**config.mk**
```make
export PLATFORM = sky130hd
export DESIGN_NAME = csa_resolver
export DESIGN_NICKNAME = d
export VERILOG_FILES = /design/src/rtl/csa_resolver_pkg.sv /design/src/rtl/csa_chunk_adder.sv /design/src/rtl/csa_resolver.sv
export SDC_FILE = /design/constraint.sdc
export NUM_CORES = 1
export LEC_CHECK = 0
export CAP_MARGIN = 0
export CORE_MARGIN = 3
export CORE_UTILIZATION = 50
export DETAILED_ROUTE_END_ITERATION = 7
export PLACE_DENSITY = 0.8
export SETUP_SLACK_MARGIN = 0.2
export SLEW_MARGIN = 20
export SYNTH_ARGS = -nofsm -noshare
export SYNTH_HDL_FRONTEND = slang
export SYNTH_SLANG_ARGS = --single-unit
```
**constraint.sdc**
```tcl
create_clock -name clk -period 2.45 [get_ports clk]
set_input_delay 0.49 -clock clk [delete_from_list [all_inputs] [get_ports clk]]
set_output_delay 0.49 -clock clk [all_outputs]
set_load 0.02 [all_outputs]
```
**src/rtl/csa_resolver_pkg.sv**
```systemverilog
// Shared types and constant helpers for the carry-save resolver.
// Optional feature macro: CSA_RESOLVER_OVF_EN (adds the out_ovf output).
package csa_resolver_pkg;

    // Controller states: wait for a pair, resolve slices, present the result
    typedef enum logic [1:0] {
        IDLE = 2'd0,
        ADD  = 2'd1,
        DONE = 2'd2
    } state_e;

    // Number of CHUNK-bit slices needed to cover a w-bit result
    function automatic int num_chunks(input int w, input int chunk);
        return (w + chunk - 1) / chunk;
    endfunction

    // Width of the slice index register; at least one bit even for a single slice
    function automatic int idx_bits(input int n);
        return (n > 1) ? $clog2(n) : 1;
    endfunction

endpackage

```
**src/rtl/csa_chunk_adder.sv**
```systemverilog
// CHUNK-bit combinational ripple adder with carry in and carry out.
module csa_chunk_adder #(
    parameter int CHUNK = 4
) (
    input  logic [CHUNK-1:0] a_i,
    input  logic [CHUNK-1:0] b_i,
    input  logic             cin_i,
    output logic [CHUNK-1:0] sum_o,
    output logic             cout_o
);

    // One slice of the final carry-propagate addition
    always_comb begin
        {cout_o, sum_o} = {1'b0, a_i} + {1'b0, b_i} + (CHUNK + 1)'(cin_i);
    end

endmodule

```
**src/rtl/csa_resolver.sv**
```systemverilog
// Resolves a carry-save pair (sum, carry) into a binary result, CHUNK bits per cycle.
// Optional feature macro: CSA_RESOLVER_OVF_EN adds out_ovf, set when the result
// does not fit in N bits.
module csa_resolver
    import csa_resolver_pkg::*;
#(
    parameter int N     = 8,
    parameter int CHUNK = 4
) (
    input  logic             clk,
    input  logic             rst,
    input  logic             in_valid,
    output logic             in_ready,
    input  logic [N-1:0]     in_sum,
    input  logic [N-1:0]     in_carry,
    output logic             out_valid,
    input  logic             out_ready,
`ifdef CSA_RESOLVER_OVF_EN
    output logic             out_ovf,
`endif
    output logic [N+1:0]     out_result
);

    localparam int W  = N + 2;
    localparam int NC = num_chunks(W, CHUNK);
    localparam int IW = idx_bits(NC);
    localparam logic [IW-1:0] LAST_IDX = IW'(NC - 1);

    state_e          state_q, state_d;
    logic [W-1:0]    a_q, a_d;
    logic [W-1:0]    b_q, b_d;
    logic [W-1:0]    res_q, res_d;
    logic            carry_q, carry_d;
    logic [IW-1:0]   k_q, k_d;
    logic [CHUNK-1:0] a_slice, b_slice, slice_sum;
    logic            slice_cout;
    logic            last_slice;
`ifdef CSA_RESOLVER_OVF_EN
    logic            ovf_q, ovf_d;
`endif

    // Select slice k of both operands; bits past the top of the operand read as zero
    assign a_slice    = CHUNK'(a_q >> (int'(k_q) * CHUNK));
    assign b_slice    = CHUNK'(b_q >> (int'(k_q) * CHUNK));
    assign last_slice = (k_q == LAST_IDX);

    csa_chunk_adder #(
        .CHUNK (CHUNK)
    ) u_chunk_adder (
        .a_i    (a_slice),
        .b_i    (b_slice),
        .cin_i  (carry_q),
        .sum_o  (slice_sum),
        .cout_o (slice_cout)
    );

    // State register and datapath registers, cleared on reset
    // NOTE: sequential state uses non-blocking assignments so every register samples pre-edge values.
    always_ff @(posedge clk or posedge rst) begin
        if (rst) begin
            state_q <= IDLE;
            a_q     <= '0;
            b_q     <= '0;
            res_q   <= '0;
            carry_q <= 1'b0;
            k_q     <= '0;
`ifdef CSA_RESOLVER_OVF_EN
            ovf_q   <= 1'b0;
`endif
        end else begin
            state_q <= state_d;
            a_q     <= a_d;
            b_q     <= b_d;
            res_q   <= res_d;
            carry_q <= carry_d;
            k_q     <= k_d;
`ifdef CSA_RESOLVER_OVF_EN
            ovf_q   <= ovf_d;
`endif
        end
    end

    // Next-state logic: accept in IDLE, walk the slices, hold in DONE until taken
    // NOTE: every combinational output gets a default first, so no path can infer a latch.
    always_comb begin
        state_d = state_q;
        unique case (state_q)
            IDLE: if (in_valid)              state_d = ADD;
            ADD:  if (last_slice)            state_d = DONE;
            DONE: if (out_ready)             state_d = IDLE;
            default:                         state_d = IDLE;
        endcase
    end

    // Handshake outputs decoded from the state
    always_comb begin
        in_ready  = (state_q == IDLE);
        out_valid = (state_q == DONE);
    end

    // Datapath: capture operands, then write one result slice per ADD cycle
    always_comb begin
        a_d     = a_q;
        b_d     = b_q;
        res_d   = res_q;
        carry_d = carry_q;
        k_d     = k_q;
`ifdef CSA_RESOLVER_OVF_EN
        ovf_d   = ovf_q;
`endif
        unique case (state_q)
            IDLE: begin
                if (in_valid) begin
                    // Zero-extend sum; carry carries weight 2^(i+1), so it lands one bit up
                    a_d          = '0;
                    a_d[N-1:0]   = in_sum;
                    b_d          = '0;
                    b_d[N:1]     = in_carry;
                    carry_d      = 1'b0;
                    k_d          = '0;
                end
            end
            ADD: begin
                // Bits of a partial last slice above W have no home and are dropped
                for (int i = 0; i < W; i++) begin
                    if ((i / CHUNK) == int'(k_q)) begin
                        res_d[i] = slice_sum[i % CHUNK];
                    end
                end
                // The final carry-out is always zero because 3*(2^N-1) fits in W bits
                carry_d = slice_cout;
                k_d     = k_q + IW'(1);
`ifdef CSA_RESOLVER_OVF_EN
                if (last_slice) begin
                    ovf_d = |res_d[W-1:N];
                end
`endif
            end
            default: ;
        endcase
    end

    assign out_result = res_q;
`ifdef CSA_RESOLVER_OVF_EN
    assign out_ovf    = ovf_q;
`endif

endmodule

```
# Yosys cells after proc, flatten, opt, wreduce, memory -nomap -nowiden
# Index checks and enable logic that the tools add are counted.
# W data, S select, Z words.
op_classes:
  n_addsub: 3
  multipliers: 0
  div: 0
  n_lt_le_gt_ge: 0
  eq_ne: 8
  shifts: 2
  muxes: 8
  bitwise_logic: 0
  n_reduce_logical: 9
ops:
  columns: ["operator", "count"]
  rows:
  - ["$reduce_and A2 Y1", 5]
  - ["$shr A9 B4 Y4", 1]
  - ["$mux W2", 4]
  - ["$shr A8 B4 Y4", 1]
  - ["$pmux W2 S3", 1]
  - ["$add A4 B4 Y5", 1]
  - ["$add A5 B1 Y5", 1]
  - ["$eq A2 B2 Y1 const A", 2]
  - ["$eq A2 B2 Y1 const B", 2]
  - ["$logic_not A2 Y1", 2]
  - ["$ne A2 B2 Y1 const B", 2]
  - ["$pmux W2 S2", 1]
  - ["$reduce_and A3 Y1", 1]
  - ["$add A2 B1 Y2 const B", 1]
  - ["$eq A2 B1 Y1 const B", 1]
  - ["$ne A2 B1 Y1 const B", 1]
  - ["$pmux W1 S2", 1]
  - ["$reduce_bool A2 Y1", 1]
  - ["$mux W1", 1]
totals:
  regBits: 31
  latch_bits: 0
  mem_bits_rw: 0
  mem_bits_ro: 0
  input_bits: 20
  memories: 0

# Longest topological paths before layout
logic_depth:
  depth_word: 4
  mapped_depth: 10
  mapped_depth_nobuf: 9

# Cells and area by module
# Synthesis repeated with hierarchy kept, for this count alone.
hier_totals:
  hier_cells: 114
  hier_area_um2: 1556.5
by_module_without_submodules:
  columns: ["mod", "n_inst", "cells_each", "area_per_inst_um2", "seq_area_each_um2"]
  rows:
  - ["csa_resolver", 1, 98, 1412.6, 775.7]
  - ["csa_chunk_adder", 1, 16, 143.9, 0.0]

# Worst setup path before layout
# Ideal clock, no wire load.
synth_timing:
  kind: "flip-flop to flip-flop"
  from: "reg k_q[0]"
  to: "reg res_q[3] (netlist: out_result[3])"
  setup_time_ps: 125
  arrival_time_ps: 1865
  required_time_ps: 2325
  path_slack_ps: 460
  path_stages_with_launch: 9
  path_cell_list: "dfrtp_1 buf_2 mux2i_1 nor2_1 fa_1 a21o_1 a21oi_1 xnor2_1 mux2_2"
synth_between:
  elab_chain_len: 3
  word_cells_on_any_way: 6
  cone_classes: "add/sub: 2; shift: 2; reduce/logical: 2"
synth_rtl:
  columns: ["element", "line_no", "text"]
  rows:
  - ["from (decl)", "csa_resolver.sv:34", "logic [IW-1:0] k_q, k_d;"]
  - ["from (signal assigned)", "csa_resolver.sv:76", "k_q <= k_d;"]
  - ["$shr A8 B4 Y4 or $shr A9 B4 Y4 (tied branches)", "csa_resolver.sv:43, csa_resolver.sv:44", null]
  - ["$add A4 B4 Y5", "csa_chunk_adder.sv:14", "{cout_o, sum_o} = {1'b0, a_i} + {1'b0, b_i} + (CHUNK + 1)'(cin_i);"]
  - ["$add A5 B1 Y5", "csa_chunk_adder.sv:14", null]
  - ["to (signal assigned)", "csa_resolver.sv:74", "res_q <= res_d;"]
  - ["to (decl)", "csa_resolver.sv:32", "logic [W-1:0] res_q, res_d;"]
# Several ways; a longest one is shown, not always the timed one.
# A chain may end at the register's enable or synchronous reset.

# Worst setup path in the final report
layout_timing:
  from: "reg state_q[0]"
  to: "out out_valid"
layout_between:
  elab_chain_len: 1
layout_rtl:
  columns: ["element", "line_no", "text"]
  rows:
  - ["from (decl)", "csa_resolver.sv:29", "state_e state_q, state_d;"]
  - ["from (signal assigned)", "csa_resolver.sv:71", "state_q <= state_d;"]
  - ["$eq A2 B2 Y1", "csa_resolver.sv:98", "out_valid = (state_q == DONE);"]
  - ["to (decl)", "csa_resolver.sv:16", "output logic out_valid,"]
# No other way between the ends.

==> flow_summary.toml <==
[sta]
period_share = 0.847
max_freq_mhz = 482
period_needed_ns = 2.08
slew_headroom = 0.739
rsz0062_at_grt = "no"
hold_violations = 0
tns_ns = 0
hold_ws_ns = 0.486
worst_slew_pin_slew_ns = 0.391
finClkSkew_ns = 0.00158
setup_viol = 0
final-max-slew-violation-count = 0

[route]
wl_per_cell_um = 13.8
initialDrtViolationCount = 32
drt-met1-wl_um = 1150
routed_via_density = 5.26
first_pass_iters = 3
dr_wl_met3_um = 144
top_layer_used = "met4"
drt-total-wl_um = 2590
final_antenna_net_count = 0
dr_wl_met2_um = 1240
num_vias = 983
drc = 0

[cells_and_area]
syn_to_final_growth_pct = 23.9
register_area_um2 = 777
layout_common_cells = "31 x clkdlybuf4s50_1, 30 x dfrtp_1, 13 x nand2_1"
nets = 185
multi_input_area_um2 = 694
drive_above_1_share = 0.218
fill_cells = 230
diodes = 0
final_common_cell = "clkdlybuf4s50_1"

[worst_hold_path]
whs_endpoint = "out_result[2]"
hold_depth = 2
hold_path_class = "reg -> reg"
min_from = "out_result[2]"

[grt]
grt-ovfl-total = 0
grt_max_degree = 32
grt_pass1_wl_um = 4260
track_usage = 0.164
antenna_found_initial = 0
grt_pass1_vias = 915

[worst_setup_path]
arrival_ns = 1.59
cp_max_fo = 5
r2r_slack_ns = 0.43
crit_required_ns = 1.96
path_class = "reg -> out"
reg2reg_depth = 6
worstSetupEndpointType = "output port"
startpoint_type = "register"
worstReg2RegStart = "k_q[0]"
rr_endpoint = "out_result[5]"

[floorplan]
rows = 19
boundaryPins = 32
die_h_um = 61.4
coreArea_um2 = 2850
start_util = 0.539
die_w_um = 61.4
die_area_um2 = 3770

[job]
max_cap_violations = 0

[synth]
ys_warn_count = 0
ys_types = 27
synth_nets = 149
yosysSeqAreaShare = 0.505
synthCells = 121
synth_seq_cells = 31
avgSynthCellArea_um2 = 12.7
syn_area_um2 = 1540

[clock_network]
ctsHtreeMaxLevel = 2
hold_buffers = 0
clk_pin_slew_ns = 0.09
clk_latency_ns = 0.32
cts-root-buf = "clkbuf_4"
postCtsResizedCells = 0
clkSinkCount = 31
numCtsBuffers = 5
cts_tree = "built"
clockBufferDepth = 2
post_cts_buffers = 0

[power_and_ir_drop]
leakage_nw = 0.884
p_per_area_nw_per_um2 = 1400
irDropWorstVdd_uv = 666

[placed_design]
globalplace.congestion = 0.825
port-buffer-count = 31
dp_hpwl_um = 1970

[outcome]
outcome = "complete, no violations"
metal layers:
layer	vias to the layer above	global-route usage
met5	-	0
met2	26	0.254
met4	0	0.0909
met3	4	0.0629
li1	481	-
met1	472	0.196
how the worst max path moves through the flow:
stage / startpoint / endpoint / slack (ns) / cells after the start
floorplan: k_q[0] / out_result[3] / 0.46 / 8
global placement: k_q[0] / out_result[7] / 0.41 / 7
detailed placement: k_q[0] / out_result[5] / 0.33 / 6
CTS: k_q[0] / out_result[5] / 0.31 / 6
global route: k_q[0] / carry_q / 0.26 / 9
finish: state_q[0] / out_valid / 0.37 / 2
worst max-delay path: stages, from the launching register on:
cell	delay [ns]
dfrtp_1	0.43
and2b_2	0.24
clkdlybuf4s50_1	0.60
flip-flops by register name, indices dropped and copies added, names as in the netlist:
name / cells
out_result: 10
a_q: 8
b_q: 8
k_q: 2
state_q: 2
carry_q: 1
where the power goes:
part           switching, W  internal (W)  leakage (nW)
clock              0.000160      0.000102        0.0242
combinational      0.000656      0.000791         0.486
sequential         0.000191      0.000773         0.374
total               0.00101       0.00167         0.884
cell families (layout without fill, tap and decap cells):
group | count (synthesis) | count (layout) | synth area share
DFF | 31 | 31 | 0.505
muxes | 30 | 30 | 0.238
and+or+nand+nor | 27 | 27 | 0.0806
AOI/OAI and AO/OA | 12 | 12 | 0.0472
buffers and inverters | 11 | 46 | 0.0432
adders and majority gates | 8 | 8 | 0.0749
xor gates and xnor gates | 2 | 2 | 0.0114
final cells by class:
type | count | share of cell area
inverters | 7 | 0.0138
repair buffers | 33 | 0.171
well taps | 31 | 0.0204
multi-input cells | 79 | 0.365
clock buffers | 6 | 0.0217
flip-flops and latches | 31 | 0.408
metrics by stage:
stage / util / instances / power, W / setup slack [ns] / area [um^2]
final: 0.667 / 187 / 0.00267 / 0.374 / 1900
after global routing: 0.667 / 187 / 0.00290 / 0.256 / 1900
after CTS: 0.667 / 187 / 0.00271 / 0.312 / 1900
after detailed placement: 0.652 / 181 / 0.00244 / 0.332 / 1860
after global placement: 0.652 / 181 / 0.00237 / 0.408 / 1860
after floorplan: - / 121 / 0.00202 / 0.460 / 1540
cell usage after synthesis:
library cell / count / area share
a21oi_1: 1 / 0.0033
xnor2_1: 1 / 0.0057
nand2b_1: 1 / 0.0041
nor2b_1: 1 / 0.0041
mux2i_1: 8 / 0.052
buf_6: 1 / 0.0073
buf_12: 1 / 0.013
o22ai_1: 1 / 0.0041
and2b_2: 2 / 0.011
o21a_1: 1 / 0.0049
ha_1: 6 / 0.049
mux2_2: 12 / 0.088
inv_1: 7 / 0.017
mux2_4: 10 / 0.098
a22o_1: 1 / 0.0057
nor2_1: 8 / 0.020
clkbuf_1: 1 / 0.0024
a21o_1: 1 / 0.0049
and2_4: 1 / 0.0057
nand2_1: 13 / 0.032
xor2_1: 1 / 0.0057
buf_2: 1 / 0.0033
o21ai_0: 6 / 0.020
nor2_2: 1 / 0.0041
fa_1: 2 / 0.026
dfrtp_1: 31 / 0.50
o21bai_1: 1 / 0.0049
Note: power is estimated with default switching activity, not from simulation.
